==> src/rtl/spare_alu_arbiter.sv <==
// rtl/spare_alu_arbiter.sv - round-robin arbiter sharing one spare ALU between two lanes
module spare_alu_arbiter #(
    parameter int WIDTH = 32,
    parameter int CNT_W = 16
) (
    input  logic               clk,
    input  logic               rst_n,
    input  logic               spare_en,
    input  logic [1:0]         req_valid,
    output logic [1:0]         req_ready,
    input  logic [2*WIDTH-1:0] req_a,
    input  logic [2*WIDTH-1:0] req_b,
    input  logic [5:0]         req_ctrl,
    output logic [WIDTH-1:0]   alu_srca,
    output logic [WIDTH-1:0]   alu_srcb,
    output logic [2:0]         alu_control,
    input  logic [WIDTH-1:0]   alu_result,
    output logic               rsp_valid,
    input  logic               rsp_ready,
    output logic               rsp_id,
    output logic [WIDTH-1:0]   rsp_data,
    output logic [CNT_W-1:0]   grant_cnt0,
    output logic [CNT_W-1:0]   grant_cnt1
);

    logic             last_grant_q, last_grant_d;
    logic             iss_valid_q, iss_valid_d;
    logic             iss_id_q, iss_id_d;
    logic [WIDTH-1:0] srca_q, srca_d;
    logic [WIDTH-1:0] srcb_q, srcb_d;
    logic [2:0]       ctrl_q, ctrl_d;
    logic             rsp_valid_q, rsp_valid_d;
    logic             rsp_id_q, rsp_id_d;
    logic [WIDTH-1:0] rsp_data_q, rsp_data_d;
    logic [CNT_W-1:0] cnt0_q, cnt0_d;
    logic [CNT_W-1:0] cnt1_q, cnt1_d;

    logic       rsp_adv;
    logic       iss_adv;
    logic       eligible;
    logic [1:0] grant;

    // Grant is combinational on req_valid; rst_n gating keeps req_ready low during reset.
    always_comb begin
        rsp_adv  = !rsp_valid_q || rsp_ready;
        iss_adv  = !iss_valid_q || rsp_adv;
        eligible = rst_n && spare_en && iss_adv;
        grant    = 2'b00;
        if (eligible) begin
            case (req_valid)
                2'b01:   grant = 2'b01;
                2'b10:   grant = 2'b10;
                2'b11:   grant = last_grant_q ? 2'b01 : 2'b10;
                default: grant = 2'b00;
            endcase
        end
    end

    always_comb begin
        last_grant_d = last_grant_q;
        iss_valid_d  = iss_valid_q;
        iss_id_d     = iss_id_q;
        srca_d       = srca_q;
        srcb_d       = srcb_q;
        ctrl_d       = ctrl_q;
        rsp_valid_d  = rsp_valid_q;
        rsp_id_d     = rsp_id_q;
        rsp_data_d   = rsp_data_q;
        cnt0_d       = cnt0_q;
        cnt1_d       = cnt1_q;

        if (grant != 2'b00) begin
            iss_valid_d  = 1'b1;
            iss_id_d     = grant[1];
            last_grant_d = grant[1];
            srca_d       = grant[1] ? req_a[2*WIDTH-1:WIDTH] : req_a[WIDTH-1:0];
            srcb_d       = grant[1] ? req_b[2*WIDTH-1:WIDTH] : req_b[WIDTH-1:0];
            ctrl_d       = grant[1] ? req_ctrl[5:3] : req_ctrl[2:0];
        end else if (iss_adv) begin
            iss_valid_d = 1'b0;
        end

        if (grant[0] && (cnt0_q != {CNT_W{1'b1}})) begin
            cnt0_d = cnt0_q + CNT_W'(1);
        end
        if (grant[1] && (cnt1_q != {CNT_W{1'b1}})) begin
            cnt1_d = cnt1_q + CNT_W'(1);
        end

        if (rsp_adv) begin
            rsp_valid_d = iss_valid_q;
            if (iss_valid_q) begin
                rsp_data_d = alu_result;
                rsp_id_d   = iss_id_q;
            end
        end
    end

    always_ff @(posedge clk) begin
        if (!rst_n) begin
            last_grant_q <= 1'b1;
            iss_valid_q  <= 1'b0;
            iss_id_q     <= 1'b0;
            srca_q       <= '0;
            srcb_q       <= '0;
            ctrl_q       <= '0;
            rsp_valid_q  <= 1'b0;
            rsp_id_q     <= 1'b0;
            rsp_data_q   <= '0;
            cnt0_q       <= '0;
            cnt1_q       <= '0;
        end else begin
            last_grant_q <= last_grant_d;
            iss_valid_q  <= iss_valid_d;
            iss_id_q     <= iss_id_d;
            srca_q       <= srca_d;
            srcb_q       <= srcb_d;
            ctrl_q       <= ctrl_d;
            rsp_valid_q  <= rsp_valid_d;
            rsp_id_q     <= rsp_id_d;
            rsp_data_q   <= rsp_data_d;
            cnt0_q       <= cnt0_d;
            cnt1_q       <= cnt1_d;
        end
    end

    assign req_ready   = grant;
    assign alu_srca    = srca_q;
    assign alu_srcb    = srcb_q;
    assign alu_control = ctrl_q;
    assign rsp_valid   = rsp_valid_q;
    assign rsp_id      = rsp_id_q;
    assign rsp_data    = rsp_data_q;
    assign grant_cnt0  = cnt0_q;
    assign grant_cnt1  = cnt1_q;

endmodule
==> config.mk <==
export PLATFORM = sky130hd
export DESIGN_NAME = spare_alu_arbiter
export DESIGN_NICKNAME = d
export VERILOG_FILES = /design/src/rtl/spare_alu_arbiter.sv
export SDC_FILE = /design/constraint.sdc
export NUM_CORES = 1
export LEC_CHECK = 0
export ABC_CLOCK_PERIOD_IN_PS = 2500
export CAP_MARGIN = 0
export CORE_UTILIZATION = 42
export DETAILED_ROUTE_END_ITERATION = 12
export GPL_TIMING_DRIVEN = 0
export PLACE_DENSITY = 0.95
export SYNTH_ARGS = -nofsm -noshare
export SYNTH_HDL_FRONTEND = slang
export SYNTH_SLANG_ARGS = --single-unit
==> constraint.sdc <==
create_clock -name clk -period 2.5 [get_ports clk]
set_input_delay 0.375 -clock clk [delete_from_list [all_inputs] [get_ports clk]]
set_output_delay 0.375 -clock clk [all_outputs]
set_load 0.01 [all_outputs]
==> results of run 1 <==
## flip-flops by register name, indices dropped and copies added (netlist names)
name / cells
grant_cnt0: 16
alu_srcb: 32
rsp_valid: 1
alu_srca: 32
iss_id_q: 1
iss_valid_q: 1
grant_cnt1: 16
last_grant_q: 1
alu_control: 3
rsp_data: 32
rsp_id: 1
## Yosys cell counts (6+ instances only)
master      n  area share, %
and4_1      6           0.93
a21oi_1    41            3.6
buf_2      12            1.1
nor2_1     20            1.3
o21ai_0    70            6.2
xnor2_1    17            2.6
inv_1       7           0.46
mux2i_1    10            1.8
dfxtp_1   136             48
a31oi_1    67            7.4
nand2_1   226             15
nand3_1    10           0.88
clkbuf_1   36            2.4
and3_1      6           0.66
nand4_1    10            1.1
nor4_1      9           0.99
## cell type report
cell class              count  area share (%)
repair buffers            307            32.1
flip-flops and latches    136            28.5
multi-input cells         520            28.2
clock buffers              22            4.75
plain buffers              54            2.50
well taps                 176            2.30
clock inverters             9            1.31
inverters                   8           0.340
diodes                      1          0.0262
## final timing paths
path | from | to | slack [ns] | cells past startpoint
min reg2reg | rsp_data[13]$_SDFFE_PN0P_ | rsp_data[13]$_SDFFE_PN0P_ | 0.45 | 2
max | rsp_ready | req_ready[0] | 0.05 | 7
min | rsp_data[13]$_SDFFE_PN0P_ | rsp_data[13]$_SDFFE_PN0P_ | 0.45 | 2
max reg2reg | iss_valid_q$_SDFFE_PN0P_ | alu_srca[18]$_SDFFE_PN0P_ | 0.38 | 8
## cells by family after synthesis
| group | after synthesis | share of synthesized area (%) |
|---|---|---|
| AOI/OAI and AO/OA | 187 | 19.1 |
| adders and majority gates | 2 | 0.441 |
| buffers and inverters | 63 | 4.76 |
| xor gates and xnor gates | 17 | 2.62 |
| DFF | 136 | 48.0 |
| muxes | 10 | 1.76 |
| and+or+nand+nor | 304 | 23.3 |
## per-layer routing
metal  track usage (%)  wire length (um)
met5                 0                 0
met3              9.41              1920
met2              56.2             11100
met1              31.5              7670
met4              18.4              1120
## timing repair
action	4_1_cts	5_1_grt
pin swaps	0	0
setup endpoints to repair	2	2
gates resized for setup	3	1
setup buffers	0	1
## power by group through the flow
stage | Clock, W | Sequential (W) | Combinational, W
global placement | 0 | 0.00235 | 0.000781
finish | 0.00250 | 0.00231 | 0.000803
detailed placement | 0 | 0.00236 | 0.000793
global route | 0.00263 | 0.00232 | 0.000861
CTS | 0.00252 | 0.00231 | 0.000802
floorplan | 0 | 0.00239 | 0.000213
## worst max-delay path: stages
cell	delay, ns
clkdlybuf4s50_1	0.46
nand3b_1	0.12
buf_4	0.17
nand3_2	0.14
buf_4	0.21
inv_1	0.06
clkdlybuf4s50_1	0.54
## per-stage QoR
stage               setup slack, ns  total power (W)
detailed placement           -0.370          0.00315
global placement             -0.391          0.00313
finish                       0.0548          0.00561
global route                -0.0240          0.00581
CTS                         -0.0267          0.00563
floorplan                     0.702          0.00260
==> flow_summary.ini, run 1 <==
[outcome]
status = completed

[pwr]
switching_share_pct = 23.3
p_per_area_nw_per_um2 = 587
seq_power_share_pct = 41.2
switchingPower_w = 0.00131
internal_power_w = 0.00431
p_clk_share_pct = 44.5
pwr-share-comb_pct = 14.3
ir_worst_vdd_v = 0.000358
leakage_nw = 3.55

[cells_and_area]
fin_area_um2 = 9560
layout_common_cells = clkdlybuf4s50_1, nand2_1, dfxtp_1
nFillCells = 947
drive_gt1_share_pct = 5.30
syn_to_final_growth_pct = 68.5
seq_area_um2 = 2720
final_common_cell = clkdlybuf4s50_1
multi_input_area_um2 = 2690
final_nets = 1218
final_cells = 1233
post-route-util_pct = 72.5

[timing]
slew_headroom_pct = 61.4
clock_skew_ns = 0.00578
drv_slew = 0
period_share_pct = 97.8
finalSetupViolCount = 0
clock.fmax_mhz = 409
whs_ns = 0.451
worst-slew-pin-transition_ns = 0.579
finalHoldViolations = 0
period_needed_ns = 2.45
totalNegativeSetupSlack_ns = 0

[clock_tree]
cts_buffers = 17
htree_levels = 4
cts_buffer_depth = 2
cts-root-buf = clkbuf_16
cts-hold-fix-buffers = 0
cts_sinks = 136
clock_latency_ns = 0.42
cts_tree = done
clk_pin_slew_ns = 0.06

[drt]
vias = 6736
drt-total-wl_um = 21800
ant_nets = 0
wl_per_cell_um = 17.7
vias_per_cell = 5.46
firstDrtPassIters = 5
route.detailed.drc = 0
first_iter_violations = 403

[floorplan]
die_w_um = 118
die_area_um2 = 14000
rows = 42
start_util_pct = 43.0
top_level_ports = 307
core_um2 = 13200
dieHeight_um = 118

[logic_synthesis]
syn-cell-area_um2 = 5670
synthCells = 719
ys_seq_area_share_pct = 48.0
synthArstFlopShare_pct = 0
ys_ff_latch = 136
yosysUniqueCellTypes = 36
ys.flop_type = dfxtp_1
ys_warn_count = 0
synth_edf_count = 0
syn_nets = 893
avgSynthCellArea_um2 = 7.89

[worst_setup_path]
critPathRequiredTime_ns = 2.12
worst-path-max-fanout = 10
critPathLaunchType = input port
arrival_ns = 2.07
cp-end-kind = primary output
worstSetupPathType = in2out

[global_routing]
grt_overflow_total = 0
antenna_found_initial = 1
grt_max_degree = 17
grt_pass1_wl_um = 33800
grt_pass1_vias = 6661
grt_use_total_pct = 31.1

[place]
gp_congestion = 0.895
dpl_cell_area_um2 = 8960
place_inst = 1201
dpl.hpwl_um = 16200
io_buffers = 306

[run]
maxCapViolations = 0

[min_path]
hp-class = reg2reg
Power figures use the tool's default switching activity.
==> inputs of run 2 (changes only) <==
--- a/config.mk
+++ b/config.mk
@@ -11,6 +11,7 @@
 export DETAILED_ROUTE_END_ITERATION = 12
 export GPL_TIMING_DRIVEN = 0
 export PLACE_DENSITY = 0.95
+export SKIP_CTS_REPAIR_TIMING = 1
 export SYNTH_ARGS = -nofsm -noshare
 export SYNTH_HDL_FRONTEND = slang
 export SYNTH_SLANG_ARGS = --single-unit
==> constraint.sdc (replaced) <==
create_clock -name clk -period 2.5 [get_ports clk]
set_input_delay 0.375 -clock clk [delete_from_list [all_inputs] [get_ports clk]]
set_output_delay 0.375 -clock clk [all_outputs]
set_load 0.1 [all_outputs]
==> flow_summary.ini, run 2 (synthesized netlist as in run 1, its figures left out) <==
[global_routing]
grt_use_total_pct = 30.5
grt_pass1_vias = 6396
grt_overflow_total = 0
grt_pass1_wl_um = 33100
grt_max_degree = 17
antenna_found_initial = 0

[min_path]
hold_start = rsp_data[18]$_SDFFE_PN0P_
hp-class = reg2reg
min_to = rsp_data[18]$_SDFFE_PN0P_
hold_depth = 2

[cells_and_area]
syn_to_final_growth_pct = 68.9
nFillCells = 966
multi_input_area_um2 = 2690
drive_gt1_share_pct = 5.68
seq_area_um2 = 2720
final_common_cell = clkdlybuf4s50_1
post-route-util_pct = 72.7
final_cells = 1233
final_nets = 1218
num_antenna_cells = 0
layout_common_cells = clkdlybuf4s50_1, nand2_1, dfxtp_1

[place]
place_inst = 1201
gp_congestion = 0.938
io_buffers = 306
dpl.hpwl_um = 16100

[floorplan]
die_w_um = 118
dieHeight_um = 118
core_um2 = 13200
die_area_um2 = 14000
top_level_ports = 307
rows = 42
start_util_pct = 43.0

[worst_setup_path]
cp-end-kind = primary output
worst-path-max-fanout = 5
arrival_ns = 2.06
critPathRequiredTime_ns = 2.12
r2r-start = iss_valid_q$_SDFFE_PN0P_
path_buf_inv = 1
max_stage_delay_ns = 1.21
ff2ff_setup_slack_ns = 0.45
worstSetupPathType = reg2out
cp_top_family = buffers and inverters
critPathLaunchType = flip-flop
path_cells = clkdlybuf4s50_1
reg2reg_depth = 7
r2r_end = alu_srcb[11]$_SDFFE_PN0P_
cp_slowest_cell = clkdlybuf4s50_1

[timing]
worst-slew-pin-transition_ns = 1.06
whs_ns = 0.457
clock_skew_ns = 0.0109
slew_headroom_pct = 29.3
rsz0062_at_grt = true
totalNegativeSetupSlack_ns = 0
finalSetupViolCount = 0
period_share_pct = 97.5
period_needed_ns = 2.44
finalHoldViolations = 0
clock.fmax_mhz = 410
drv_slew = 0

[clock_tree]
cts-root-buf = clkbuf_16
clock_latency_ns = 0.42
cts_tree = done
cts_sinks = 136
htree_levels = 4
cts_buffer_depth = 2
cts_buffers = 17
clk_pin_slew_ns = 0.06

[pwr]
p_clk_share_pct = 41.1
internal_power_w = 0.00437
ir_worst_vdd_v = 0.000383
leakage_nw = 3.60
seq_power_share_pct = 36.7
report.power.total_w = 0.00631
switching_share_pct = 30.7
pwr-share-comb_pct = 22.2
switchingPower_w = 0.00194
p_per_area_nw_per_um2 = 658

[drt]
drt-total-wl_um = 21400
vias_per_cell = 5.31
wl_per_cell_um = 17.4
ant_nets = 0
vias = 6553
route.detailed.drc = 0
firstDrtPassIters = 5
first_iter_violations = 413

[run]
maxCapViolations = 0

[outcome]
status = completed
==> run 2: cell types whose count changed in the layout (fill, tap and decap cells not counted), moves of 2 or more <==
cell	change
clkbuf_1	-2
clkinv_4	+2
buf_4	-2
clkbuf_8	+2
dlymetal6s2s_1	+2
clkinv_2	-2
clkdlybuf4s50_1	-4
==> run 2: how the worst max path moves through the flow <==
stage / from / end / slack (ns) / cells past startpoint
after floorplan: rsp_valid$_SDFFE_PN0P_ / req_ready[0] / 0.05 / 4
after global placement: req_valid[1] / req_ready[1] / -0.80 / 6
after detailed placement: req_valid[1] / req_ready[1] / -0.82 / 6
after CTS: req_valid[1] / req_ready[1] / -0.82 / 6
after global routing: rsp_ready / req_ready[0] / -0.02 / 6
final: grant_cnt1[7]$_SDFFE_PN0P_ / grant_cnt1[7] / 0.06 / 1
==> run 2: layer usage <==
layer	up-vias	global-route usage, %	share of wire, %
li1	3131	-	-
met2	353	52.8	49
met3	55	9.75	10
met1	3014	33.2	37
met4	0	15.7	4.1
met5	-	0	0
==> run 2: per-stage QoR <==
step / worst slack, ns / cell area [um2]
after floorplan: 0.0546 / 5670
after global placement: -0.802 / 8960
after detailed placement: -0.818 / 8960
after CTS: -0.820 / 9570
after global routing: -0.0164 / 9580
final: 0.0620 / 9580
==> run 2: area by class of cell <==
cell class,count,area share (%)
buffer,55,2.52
tap,176,2.30
multi-input combinational,520,28.0
sequential,136,28.4
clock buffer,22,4.95
clock inverter,10,1.48
inverter,8,0.313
timing repair buffer,306,32.0
==> run 2: power by group through the flow <==
stage	logic, W	registers [W]	clock network [W]
CTS	0.00140	0.00231	0.00262
finish	0.00140	0.00231	0.00260
floorplan	0.000222	0.00299	0
detailed placement	0.00139	0.00236	0
global placement	0.00138	0.00235	0
global route	0.00146	0.00232	0.00274
